`src/rtl/alu_rr_pkg.sv`:
```
// Shared definitions for the register-register ALU sequencer: state encoding,
// opcode constants, alu_op bit indices and IR field positions.
package alu_rr_pkg;

    typedef enum logic [2:0] {
        S_IDLE, S_T0, S_T1, S_T2, S_T3, S_T4, S_T5, S_T6
    } state_t;

    localparam logic [4:0] OP_ADD  = 5'b00011;
    localparam logic [4:0] OP_SUB  = 5'b00100;
    localparam logic [4:0] OP_OR   = 5'b00101;
    localparam logic [4:0] OP_AND  = 5'b00110;
    localparam logic [4:0] OP_SHR  = 5'b00111;
    localparam logic [4:0] OP_SHRA = 5'b01000;
    localparam logic [4:0] OP_SHL  = 5'b01001;
    localparam logic [4:0] OP_ROR  = 5'b01010;
    localparam logic [4:0] OP_ROL  = 5'b01011;
    localparam logic [4:0] OP_MUL  = 5'b01111;
    localparam logic [4:0] OP_DIV  = 5'b10000;
    localparam logic [4:0] OP_NEG  = 5'b10001;
    localparam logic [4:0] OP_NOT  = 5'b10010;

    localparam int ALU_OP_W = 13;
    localparam int ALU_ADD  = 0;
    localparam int ALU_SUB  = 1;
    localparam int ALU_MUL  = 2;
    localparam int ALU_DIV  = 3;
    localparam int ALU_AND  = 4;
    localparam int ALU_OR   = 5;
    localparam int ALU_SHR  = 6;
    localparam int ALU_SHRA = 7;
    localparam int ALU_SHL  = 8;
    localparam int ALU_ROR  = 9;
    localparam int ALU_ROL  = 10;
    localparam int ALU_NEG  = 11;
    localparam int ALU_NOT  = 12;

    localparam int OPC_LSB = 27;
    localparam int OPC_W   = 5;
    localparam int RA_LSB  = 23;
    localparam int RB_LSB  = 19;
    localparam int RC_LSB  = 15;

endpackage

```
`src/rtl/alu_rr_if.sv`:
```
// Datapath control strobes driven by the sequencer (master) into the datapath (slave).
interface alu_rr_if #(
    parameter int NUM_REGS = 16
);
    logic PCout, MARin, IncPC, PCin, MDMuxread, MDRin, MDRout, IRin, Yin;
    logic Zlowin, Zhighin, Zlowout, Zhighout, HIin, LOin;
    logic [NUM_REGS-1:0] Rin, Rout;
    logic [12:0]         alu_op;

    modport master (
        output PCout, MARin, IncPC, PCin, MDMuxread, MDRin, MDRout, IRin, Yin,
        output Zlowin, Zhighin, Zlowout, Zhighout, HIin, LOin,
        output Rin, Rout, alu_op
    );

    modport slave (
        input PCout, MARin, IncPC, PCin, MDMuxread, MDRin, MDRout, IRin, Yin,
        input Zlowin, Zhighin, Zlowout, Zhighout, HIin, LOin,
        input Rin, Rout, alu_op
    );
endinterface

```
`src/rtl/alu_rr_decode.sv`:
```
// Combinational IR decode: one-hot ALU operation, operation class, legality
// and one-hot register selects.
module alu_rr_decode
    import alu_rr_pkg::*;
#(
    parameter int NUM_REGS  = 16,
    parameter int REG_SEL_W = 4
) (
    input  logic [31:0]          ir,
    output logic [ALU_OP_W-1:0]  alu_op,
    output logic                 is_unary,
    output logic                 is_muldiv,
    output logic                 illegal,
    output logic [NUM_REGS-1:0]  ra_sel,
    output logic [NUM_REGS-1:0]  rb_sel,
    output logic [NUM_REGS-1:0]  rc_sel
);

    logic [OPC_W-1:0] opcode;
    logic             bad_op;
    logic             unused_low;

    assign opcode     = ir[OPC_LSB +: OPC_W];
    assign unused_low = ^ir[RC_LSB-1:0];

    // A field that names a non-existent register yields an all-zero select.
    function automatic logic [NUM_REGS-1:0] to_onehot(input logic [REG_SEL_W-1:0] f);
        logic [NUM_REGS-1:0] v;
        v = '0;
        if (int'(f) < NUM_REGS) v[f] = 1'b1;
        return v;
    endfunction

    assign ra_sel = to_onehot(ir[RA_LSB +: REG_SEL_W]);
    assign rb_sel = to_onehot(ir[RB_LSB +: REG_SEL_W]);
    assign rc_sel = to_onehot(ir[RC_LSB +: REG_SEL_W]);

    always_comb begin
        // NOTE: every output gets a default first so no path leaves one unassigned (no latch).
        alu_op    = '0;
        is_unary  = 1'b0;
        is_muldiv = 1'b0;
        bad_op    = 1'b0;
        case (opcode)
            OP_ADD:  alu_op[ALU_ADD]  = 1'b1;
            OP_SUB:  alu_op[ALU_SUB]  = 1'b1;
            OP_OR:   alu_op[ALU_OR]   = 1'b1;
            OP_AND:  alu_op[ALU_AND]  = 1'b1;
            OP_SHR:  alu_op[ALU_SHR]  = 1'b1;
            OP_SHRA: alu_op[ALU_SHRA] = 1'b1;
            OP_SHL:  alu_op[ALU_SHL]  = 1'b1;
            OP_ROR:  alu_op[ALU_ROR]  = 1'b1;
            OP_ROL:  alu_op[ALU_ROL]  = 1'b1;
            OP_MUL:  begin alu_op[ALU_MUL] = 1'b1; is_muldiv = 1'b1; end
            OP_DIV:  begin alu_op[ALU_DIV] = 1'b1; is_muldiv = 1'b1; end
            OP_NEG:  begin alu_op[ALU_NEG] = 1'b1; is_unary  = 1'b1; end
            OP_NOT:  begin alu_op[ALU_NOT] = 1'b1; is_unary  = 1'b1; end
            default: bad_op = 1'b1;
        endcase
    end

    // Unary ops never read Rc, so its field is not checked for them.
    assign illegal = bad_op || (ra_sel == '0) || (rb_sel == '0) ||
                     (!is_unary && (rc_sel == '0));

endmodule

```
`src/rtl/alu_rr_sequencer.sv`:
```
// Fetch/execute control sequencer (T0-T6) for register-register ALU
// instructions, with memory-ready timeout and HI/LO write-back for MUL/DIV.
module alu_rr_sequencer
    import alu_rr_pkg::*;
#(
    parameter int NUM_REGS  = 16,
    parameter int REG_SEL_W = 4,
    parameter int MAX_WAIT  = 15
) (
    input  logic        clock,
    input  logic        clear,
    input  logic        run,
    input  logic [31:0] ir,
    input  logic        mem_ready,
    output logic        busy,
    output logic        done,
    output logic        fault,
    alu_rr_if.master    bus
);

    localparam int WAIT_W = $clog2(MAX_WAIT + 1);

    state_t                state, state_next;
    logic [WAIT_W-1:0]     wait_cnt;
    logic                  wait_expired;
    logic [ALU_OP_W-1:0]   dec_alu_op;
    logic                  is_unary, is_muldiv, illegal;
    logic [NUM_REGS-1:0]   ra_sel, rb_sel, rc_sel;

    alu_rr_decode #(
        .NUM_REGS  (NUM_REGS),
        .REG_SEL_W (REG_SEL_W)
    ) u_decode (
        .ir        (ir),
        .alu_op    (dec_alu_op),
        .is_unary  (is_unary),
        .is_muldiv (is_muldiv),
        .illegal   (illegal),
        .ra_sel    (ra_sel),
        .rb_sel    (rb_sel),
        .rc_sel    (rc_sel)
    );

    assign wait_expired = (wait_cnt == WAIT_W'(MAX_WAIT));

    // NOTE: registered state uses non-blocking assignments so every flop samples pre-edge values.
    always_ff @(posedge clock or negedge clear) begin
        if (!clear) begin
            state    <= S_IDLE;
            wait_cnt <= '0;
        end else begin
            state <= state_next;
            if (state == S_T0)
                wait_cnt <= '0;
            else if (state == S_T1 && !mem_ready && !wait_expired)
                wait_cnt <= wait_cnt + 1'b1;
        end
    end

    always_comb begin
        state_next = state;
        case (state)
            S_IDLE: if (run) state_next = S_T0;
            S_T0:   state_next = S_T1;
            S_T1:   if (mem_ready)        state_next = S_T2;
                    else if (wait_expired) state_next = S_IDLE;
            S_T2:   state_next = S_T3;
            S_T3:   state_next = illegal ? S_IDLE : S_T4;
            S_T4:   state_next = S_T5;
            S_T5:   if (is_muldiv) state_next = S_T6;
                    else           state_next = run ? S_T0 : S_IDLE;
            S_T6:   state_next = run ? S_T0 : S_IDLE;
            default: state_next = S_IDLE;
        endcase
    end

    always_comb begin
        bus.PCout     = 1'b0;
        bus.MARin     = 1'b0;
        bus.IncPC     = 1'b0;
        bus.PCin      = 1'b0;
        bus.MDMuxread = 1'b0;
        bus.MDRin     = 1'b0;
        bus.MDRout    = 1'b0;
        bus.IRin      = 1'b0;
        bus.Yin       = 1'b0;
        bus.Zlowin    = 1'b0;
        bus.Zhighin   = 1'b0;
        bus.Zlowout   = 1'b0;
        bus.Zhighout  = 1'b0;
        bus.HIin      = 1'b0;
        bus.LOin      = 1'b0;
        bus.Rin       = '0;
        bus.Rout      = '0;
        bus.alu_op    = '0;
        busy          = (state != S_IDLE);
        done          = 1'b0;
        fault         = 1'b0;
        case (state)
            S_T0: begin
                bus.PCout  = 1'b1;
                bus.MARin  = 1'b1;
                bus.IncPC  = 1'b1;
                bus.Zlowin = 1'b1;
            end
            S_T1: begin
                // mem_ready takes priority over an expiring wait count.
                if (mem_ready) begin
                    bus.Zlowout   = 1'b1;
                    bus.PCin      = 1'b1;
                    bus.MDMuxread = 1'b1;
                    bus.MDRin     = 1'b1;
                end else if (wait_expired) begin
                    fault = 1'b1;
                end
            end
            S_T2: begin
                bus.MDRout = 1'b1;
                bus.IRin   = 1'b1;
            end
            S_T3: begin
                if (illegal) begin
                    fault = 1'b1;
                end else if (!is_unary) begin
                    bus.Rout = rb_sel;
                    bus.Yin  = 1'b1;
                end
            end
            S_T4: begin
                bus.Rout    = is_unary ? rb_sel : rc_sel;
                bus.alu_op  = dec_alu_op;
                bus.Zlowin  = 1'b1;
                bus.Zhighin = is_muldiv;
            end
            S_T5: begin
                bus.Zlowout = 1'b1;
                if (is_muldiv) begin
                    bus.LOin = 1'b1;
                end else begin
                    bus.Rin = ra_sel;
                    done    = 1'b1;
                end
            end
            S_T6: begin
                bus.Zhighout = 1'b1;
                bus.HIin     = 1'b1;
                done         = 1'b1;
            end
            default: ;
        endcase
    end

endmodule

```
`src/flat_wrapper.sv`:
```
// flat-port wrapper written by rule: the top's interface ports become plain ports
module alu_rr_sequencer_flat import alu_rr_pkg::*;
#(
    parameter int NUM_REGS  = 16,
    parameter int REG_SEL_W = 4,
    parameter int MAX_WAIT  = 15
)
  (clock, clear, run, ir, mem_ready, busy, done, fault, bus_PCout, bus_MARin, bus_IncPC, bus_PCin, bus_MDMuxread, bus_MDRin, bus_MDRout, bus_IRin, bus_Yin, bus_Zlowin, bus_Zhighin, bus_Zlowout, bus_Zhighout, bus_HIin, bus_LOin, bus_Rin, bus_Rout, bus_alu_op);
  alu_rr_if #(.NUM_REGS(NUM_REGS)) bus_i ();
  input  logic clock;
  input  logic clear;
  input  logic run;
  input  logic [31:0] ir;
  input  logic mem_ready;
  output logic busy;
  output logic done;
  output logic fault;
  output wire logic [$bits(bus_i.PCout)-1:0] bus_PCout;
  output wire logic [$bits(bus_i.MARin)-1:0] bus_MARin;
  output wire logic [$bits(bus_i.IncPC)-1:0] bus_IncPC;
  output wire logic [$bits(bus_i.PCin)-1:0] bus_PCin;
  output wire logic [$bits(bus_i.MDMuxread)-1:0] bus_MDMuxread;
  output wire logic [$bits(bus_i.MDRin)-1:0] bus_MDRin;
  output wire logic [$bits(bus_i.MDRout)-1:0] bus_MDRout;
  output wire logic [$bits(bus_i.IRin)-1:0] bus_IRin;
  output wire logic [$bits(bus_i.Yin)-1:0] bus_Yin;
  output wire logic [$bits(bus_i.Zlowin)-1:0] bus_Zlowin;
  output wire logic [$bits(bus_i.Zhighin)-1:0] bus_Zhighin;
  output wire logic [$bits(bus_i.Zlowout)-1:0] bus_Zlowout;
  output wire logic [$bits(bus_i.Zhighout)-1:0] bus_Zhighout;
  output wire logic [$bits(bus_i.HIin)-1:0] bus_HIin;
  output wire logic [$bits(bus_i.LOin)-1:0] bus_LOin;
  output wire logic [$bits(bus_i.Rin)-1:0] bus_Rin;
  output wire logic [$bits(bus_i.Rout)-1:0] bus_Rout;
  output wire logic [$bits(bus_i.alu_op)-1:0] bus_alu_op;
  assign bus_PCout = bus_i.PCout;
  assign bus_MARin = bus_i.MARin;
  assign bus_IncPC = bus_i.IncPC;
  assign bus_PCin = bus_i.PCin;
  assign bus_MDMuxread = bus_i.MDMuxread;
  assign bus_MDRin = bus_i.MDRin;
  assign bus_MDRout = bus_i.MDRout;
  assign bus_IRin = bus_i.IRin;
  assign bus_Yin = bus_i.Yin;
  assign bus_Zlowin = bus_i.Zlowin;
  assign bus_Zhighin = bus_i.Zhighin;
  assign bus_Zlowout = bus_i.Zlowout;
  assign bus_Zhighout = bus_i.Zhighout;
  assign bus_HIin = bus_i.HIin;
  assign bus_LOin = bus_i.LOin;
  assign bus_Rin = bus_i.Rin;
  assign bus_Rout = bus_i.Rout;
  assign bus_alu_op = bus_i.alu_op;
  alu_rr_sequencer #(.NUM_REGS(NUM_REGS), .REG_SEL_W(REG_SEL_W), .MAX_WAIT(MAX_WAIT)) u_core (.clock(clock), .clear(clear), .run(run), .ir(ir), .mem_ready(mem_ready), .busy(busy), .done(done), .fault(fault), .bus(bus_i));
endmodule
```
`config.mk`:
```
export PLATFORM = sky130hd
export DESIGN_NAME = alu_rr_sequencer_flat
export DESIGN_NICKNAME = d
export VERILOG_FILES = /design/src/rtl/alu_rr_pkg.sv /design/src/rtl/alu_rr_if.sv /design/src/rtl/alu_rr_decode.sv /design/src/rtl/alu_rr_sequencer.sv /design/src/flat_wrapper.sv
export SDC_FILE = /design/constraint.sdc
export NUM_CORES = 1
export LEC_CHECK = 0
export CAP_MARGIN = 15
export CORE_AREA = 2 2 70 72
export CTS_BUF_LIST = sky130_fd_sc_hd__clkbuf_4 sky130_fd_sc_hd__clkbuf_8
export CTS_CLUSTER_DIAMETER = 100
export DETAILED_ROUTE_END_ITERATION = 8
export DIE_AREA = 0 0 72 74
export PLACE_DENSITY = 0.78
export SYNTH_ARGS = -nofsm -noshare
export SYNTH_HDL_FRONTEND = slang
export SYNTH_SLANG_ARGS = --single-unit
```
`constraint.sdc`:
```
create_clock -name clock -period 2.01 [get_ports clock]
set_clock_uncertainty 0.1 [all_clocks]
set_input_delay 0.3015 -clock clock [delete_from_list [all_inputs] [get_ports clock]]
set_output_delay 0.3015 -clock clock [all_outputs]
set_load 0.1 [all_outputs]
```
==> results.toml, run 1 <==
[status]
status = "aborted with a tool error"
haltStage = "5_1_grt"
error_line = "[ERROR DPL-0038] Utilization greater than 100%, impossible to legalize"

[synthesis]
synth_seq_cells = 7
synth_top_cell_by_area = "dfrtp_1"
syn_nets = 266
ys_warn_count = 0
synthDistinctLibCells = 47
synthTopCellsByArea = "dfrtp_1 (12%), nor2_1 (10%), a221oi_2 (8.9%), nand3_1 (8.9%), o21ai_0 (5.9%)"
yosysMostFrequentCell = "nor2_1"
synth-async-reset-ratio_pct = 100
synth_cells = 229
syn_area_sq_um = 1520
synth.top_cells.by_count = "nor2_1 (42), nand3_1 (27), nand2_1 (18), o21ai_0 (18), nor3_1 (16)"
synth_enable_flop_cells = 0
netlist.area_leader.share_pct = 11.5
synth_ff_type = "dfrtp_1"
syn_avg_cell_area_sq_um = 6.63
yosysSeqAreaShare_pct = 11.5

[floorplan]
start_util_pct = 33.0
die_w_microns = 72
die_h_microns = 74
ios = 99
rows = 25

[clock_tree]
htreeDepth = 1
cts_hold_buf = 0
clk_path_buf_depth = 2
clock_sinks = 7
cts.root.buffer_cell = "clkbuf_8"
cts_buffers = 3

[timing]
worst_endpoint = "bus_Rin[3]"
worstEndpointType = "primary output"

[placement]
post-dp-hpwl_microns = 5770
place.gp.congestion = 0.838
port_buffers = 83

[global_routing]
grt_max_degree = 33
-- per-stage QoR --
step / instance area (sq um) / setup slack [ps] / cells
2_1_floorplan: 2230 / -892 / 229
3_3_place_gp: 4030 / -724 / 408
3_5_place_dp: 4030 / -771 / 408
4_1_cts: 4390 / -368 / 423
-- logic make-up after synthesis --
group / Yosys count / share of synthesized area, %
compound gates: 51 / 28.4
xor+xnor: 3 / 1.73
fa+ha+maj: 1 / 0.824
buf+inv: 24 / 9.73
flops: 7 / 11.5
mux: 1 / 0.660
simple gates: 142 / 47.1
-- repair_timing --
item | in CTS
setup buffers | 10
endpoints found under the setup margin | 53
pin swaps | 38
cloned | 1
resized for setup | 86
==> run 2, diff against run 1 <==
--- a/config.mk
+++ b/config.mk
@@ -6,12 +6,10 @@
 export NUM_CORES = 1
 export LEC_CHECK = 0
 export CAP_MARGIN = 15
-export CORE_AREA = 2 2 70 72
-export CTS_BUF_LIST = sky130_fd_sc_hd__clkbuf_4 sky130_fd_sc_hd__clkbuf_8
-export CTS_CLUSTER_DIAMETER = 100
+export CORE_AREA = 2 2 75 77
 export DETAILED_ROUTE_END_ITERATION = 8
-export DIE_AREA = 0 0 72 74
-export PLACE_DENSITY = 0.78
+export DIE_AREA = 0 0 77 79
+export PLACE_DENSITY_LB_ADDON = 0.15
 export SYNTH_ARGS = -nofsm -noshare
 export SYNTH_HDL_FRONTEND = slang
 export SYNTH_SLANG_ARGS = --single-unit
==> constraint.sdc (replaced) <==
create_clock -name clock -period 2.6 [get_ports clock]
set_clock_uncertainty 0.1 [all_clocks]
set_input_delay 0.39 -clock clock [delete_from_list [all_inputs] [get_ports clock]]
set_output_delay 0.39 -clock clock [all_outputs]
set_load 0.1 [all_outputs]
==> results.toml, run 2 <==
[status]
status = "finished, final reports clean"

[pwr]
p_leak_nw = 1.59
ir_drop_uv = 718
power_density_nw_per_um2 = 526

[setup_path]
critical_path.startpoint = "ir[28]"
crit_type = "in -> out"
crit_required_ps = 2110
worstReg2RegStart = "u_core.state[2]"
start_kind = "input pin"
crit_path_end_kind = "output port"
critical_path_arrival_ps = 2090
cp_max_fo = 8

[floorplan]
die_h_microns = 79
coreArea_sq_um = 5340
die_w_microns = 77
start_util_pct = 28.4
die-area_sq_um = 6080
ios = 99
rows = 27

[synthesis]
synth_seq_cells = 7
syn_avg_cell_area_sq_um = 6.63
synthDistinctLibCells = 47
yosysSeqAreaShare_pct = 11.5
syn_nets = 266
yosysMostFrequentCell = "nor2_1"
synthTopCellsByArea = "dfrtp_1 (12%), nor2_1 (10%), a221oi_2 (8.9%), nand3_1 (8.9%), o21ai_0 (5.9%)"
synth_ff_type = "dfrtp_1"
synth.top_cells.by_count = "nor2_1 (42), nand3_1 (27), nand2_1 (18), o21ai_0 (18), nor3_1 (16)"
netlist.area_leader.share_pct = 11.5
synth-async-reset-ratio_pct = 100
synth_cells = 229
synth_top_cell_by_area = "dfrtp_1"
synth_enable_flop_cells = 0
ys_warn_count = 0
syn_area_sq_um = 1520

[routing]
wirelength_microns = 6520
wl_per_cell_microns = 15.6
viasPerCell = 5.38
firstDrtPassIters = 4
vias = 2243
drc_errors = 0
drt-initial-drc-count = 121
ant_nets = 0

[clock_tree]
cts_buffers = 3
clock_sinks = 7
cts_tree = "done"
insertion_delay_ps = 230
cts.root.buffer_cell = "clkbuf_8"
clk_path_buf_depth = 2
clk_pin_slew_ps = 40
htreeDepth = 1

[global_routing]
grt_max_degree = 33
grt_pass1_wl_microns = 10600
grt_antenna_before_repair = 0
overflow = 0
met1_usage_pct = 26.6
grt_pass1_vias = 2257
met2_usage_pct = 37.0
grt_busiest_layer = "met2"
grtUsageMet3_pct = 4.20
grt_util_all_layers_pct = 21.3

[placement]
place.gp.congestion = 0.908
dp_cells = 410
post-dp-hpwl_microns = 5070
port_buffers = 83

[finish]
largest_reg_flops = 4
largest_register = "u_core.wait_cnt"
reg_top3 = "u_core.wait_cnt: 4 flops, u_core.state: 3 flops"
fin_nets = 383
fillers = 353
utilization_pct = 76.7
diodes = 0
fin_cells = 417
syn_to_final_growth_pct = 170
final_common_cell = "buf_12"
final_cell_mix = "buf_12 (66), buf_4 (44), nand3_1 (26), nor2_2 (21)"
drive_gt1_share_pct = 64.6

[timing]
worst_slew_pin_slew_ps = 516
finalCriticalPeriod_ps = 2580
relSlewSlack_pct = 65.5
setup_viol = 0
max_freq_ghz = 0.387
fin_crit_sh_pct = 99.3
hold_violations = 0
slew_violations = 0

[run]
drv_cap = 0

[hold_path]
hold_path.class = "in -> async"
-- run 2: cell counts after synthesis --
No cell type changed its count.
-- run 2: final timing paths --
check                      slack, ps  cells past startpoint            endpoint
max                               20                      7        bus_Rout[14]
min                              320                      1  u_core.wait_cnt[3]
max reg2reg                      680                      4     u_core.state[1]
min reg2reg                      460                      2  u_core.wait_cnt[1]
max in group asynchronous       1820                      1     u_core.state[1]
min in group clock               460                      2  u_core.wait_cnt[1]
-- run 2: through the flow --
step | setup TNS, ps | hold WS (ps) | power, mW | setup slack, ps | instance area, sq um
global route | -18.6 | 352 | 2.25 | -18.6 | 4090
detailed placement | -8870 | 458 | 1.90 | -304 | 3820
CTS | -57.1 | 331 | 2.13 | -16.1 | 4020
global placement | -8960 | 436 | 1.88 | -315 | 3820
floorplan | -7760 | -5.59 | 1.33 | -478 | 2030
finish | 0 | 324 | 2.15 | 19.1 | 4090
-- run 2: final cells by class --
| class | instances | area (sq um) | area share [%] |
|---|---|---|---|
| Clock buffer | 4 | 45.0 | 1.10 |
| Inverter | 3 | 11.3 | 0.275 |
| Multi-Input combinational cell | 198 | 1870 | 45.6 |
| Sequential cell | 7 | 176 | 4.31 |
| Tap cell | 72 | 90.1 | 2.20 |
| Timing Repair Buffer | 133 | 1900 | 46.5 |
-- run 2: routing by layer --
layer	part of all wire (%)	vias up
met5	0	-
met4	1.6	0
met3	5.5	9
met2	52	82
met1	41	1073
li1	-	1079
-- run 2: critical path, stage by stage --
cell,delay [ps]
buf_6,90
or4b_4,550
a21oi_4,160
o21ai_4,120
buf_12,190
a221oi_4,350
buf_12,220
-- run 2: what timing repair did --
item                       4_1_cts  5_1_grt
gates resized for setup         59       32
setup endpoints to repair       42       22
cloned                           2        0
buffers inserted                 3        0
hold buffers                     0        0
pin swaps                       21       18
-- run 2: power by group --
| group | total [mW] | internal, mW | switching (mW) |
|---|---|---|---|
| Clock | 0.154 | 0.106 | 0.0475 |
| Combinational | 1.80 | 0.622 | 1.18 |
| Sequential | 0.198 | 0.146 | 0.0519 |
-- run 2: cells by family (layout without fill, tap and decap cells) --
logic type,after synthesis,count (layout),synth area share (%)
AOI/OAI and AO/OA,51,51,28.4
xor gates and xnor gates,3,3,1.73
adders and majority gates,1,1,0.824
buffers and inverters,24,140,9.73
DFF,7,7,11.5
muxes,1,1,0.660
and+or+nand+nor,142,142,47.1
Note: power is estimated with default switching activity, not from simulation.
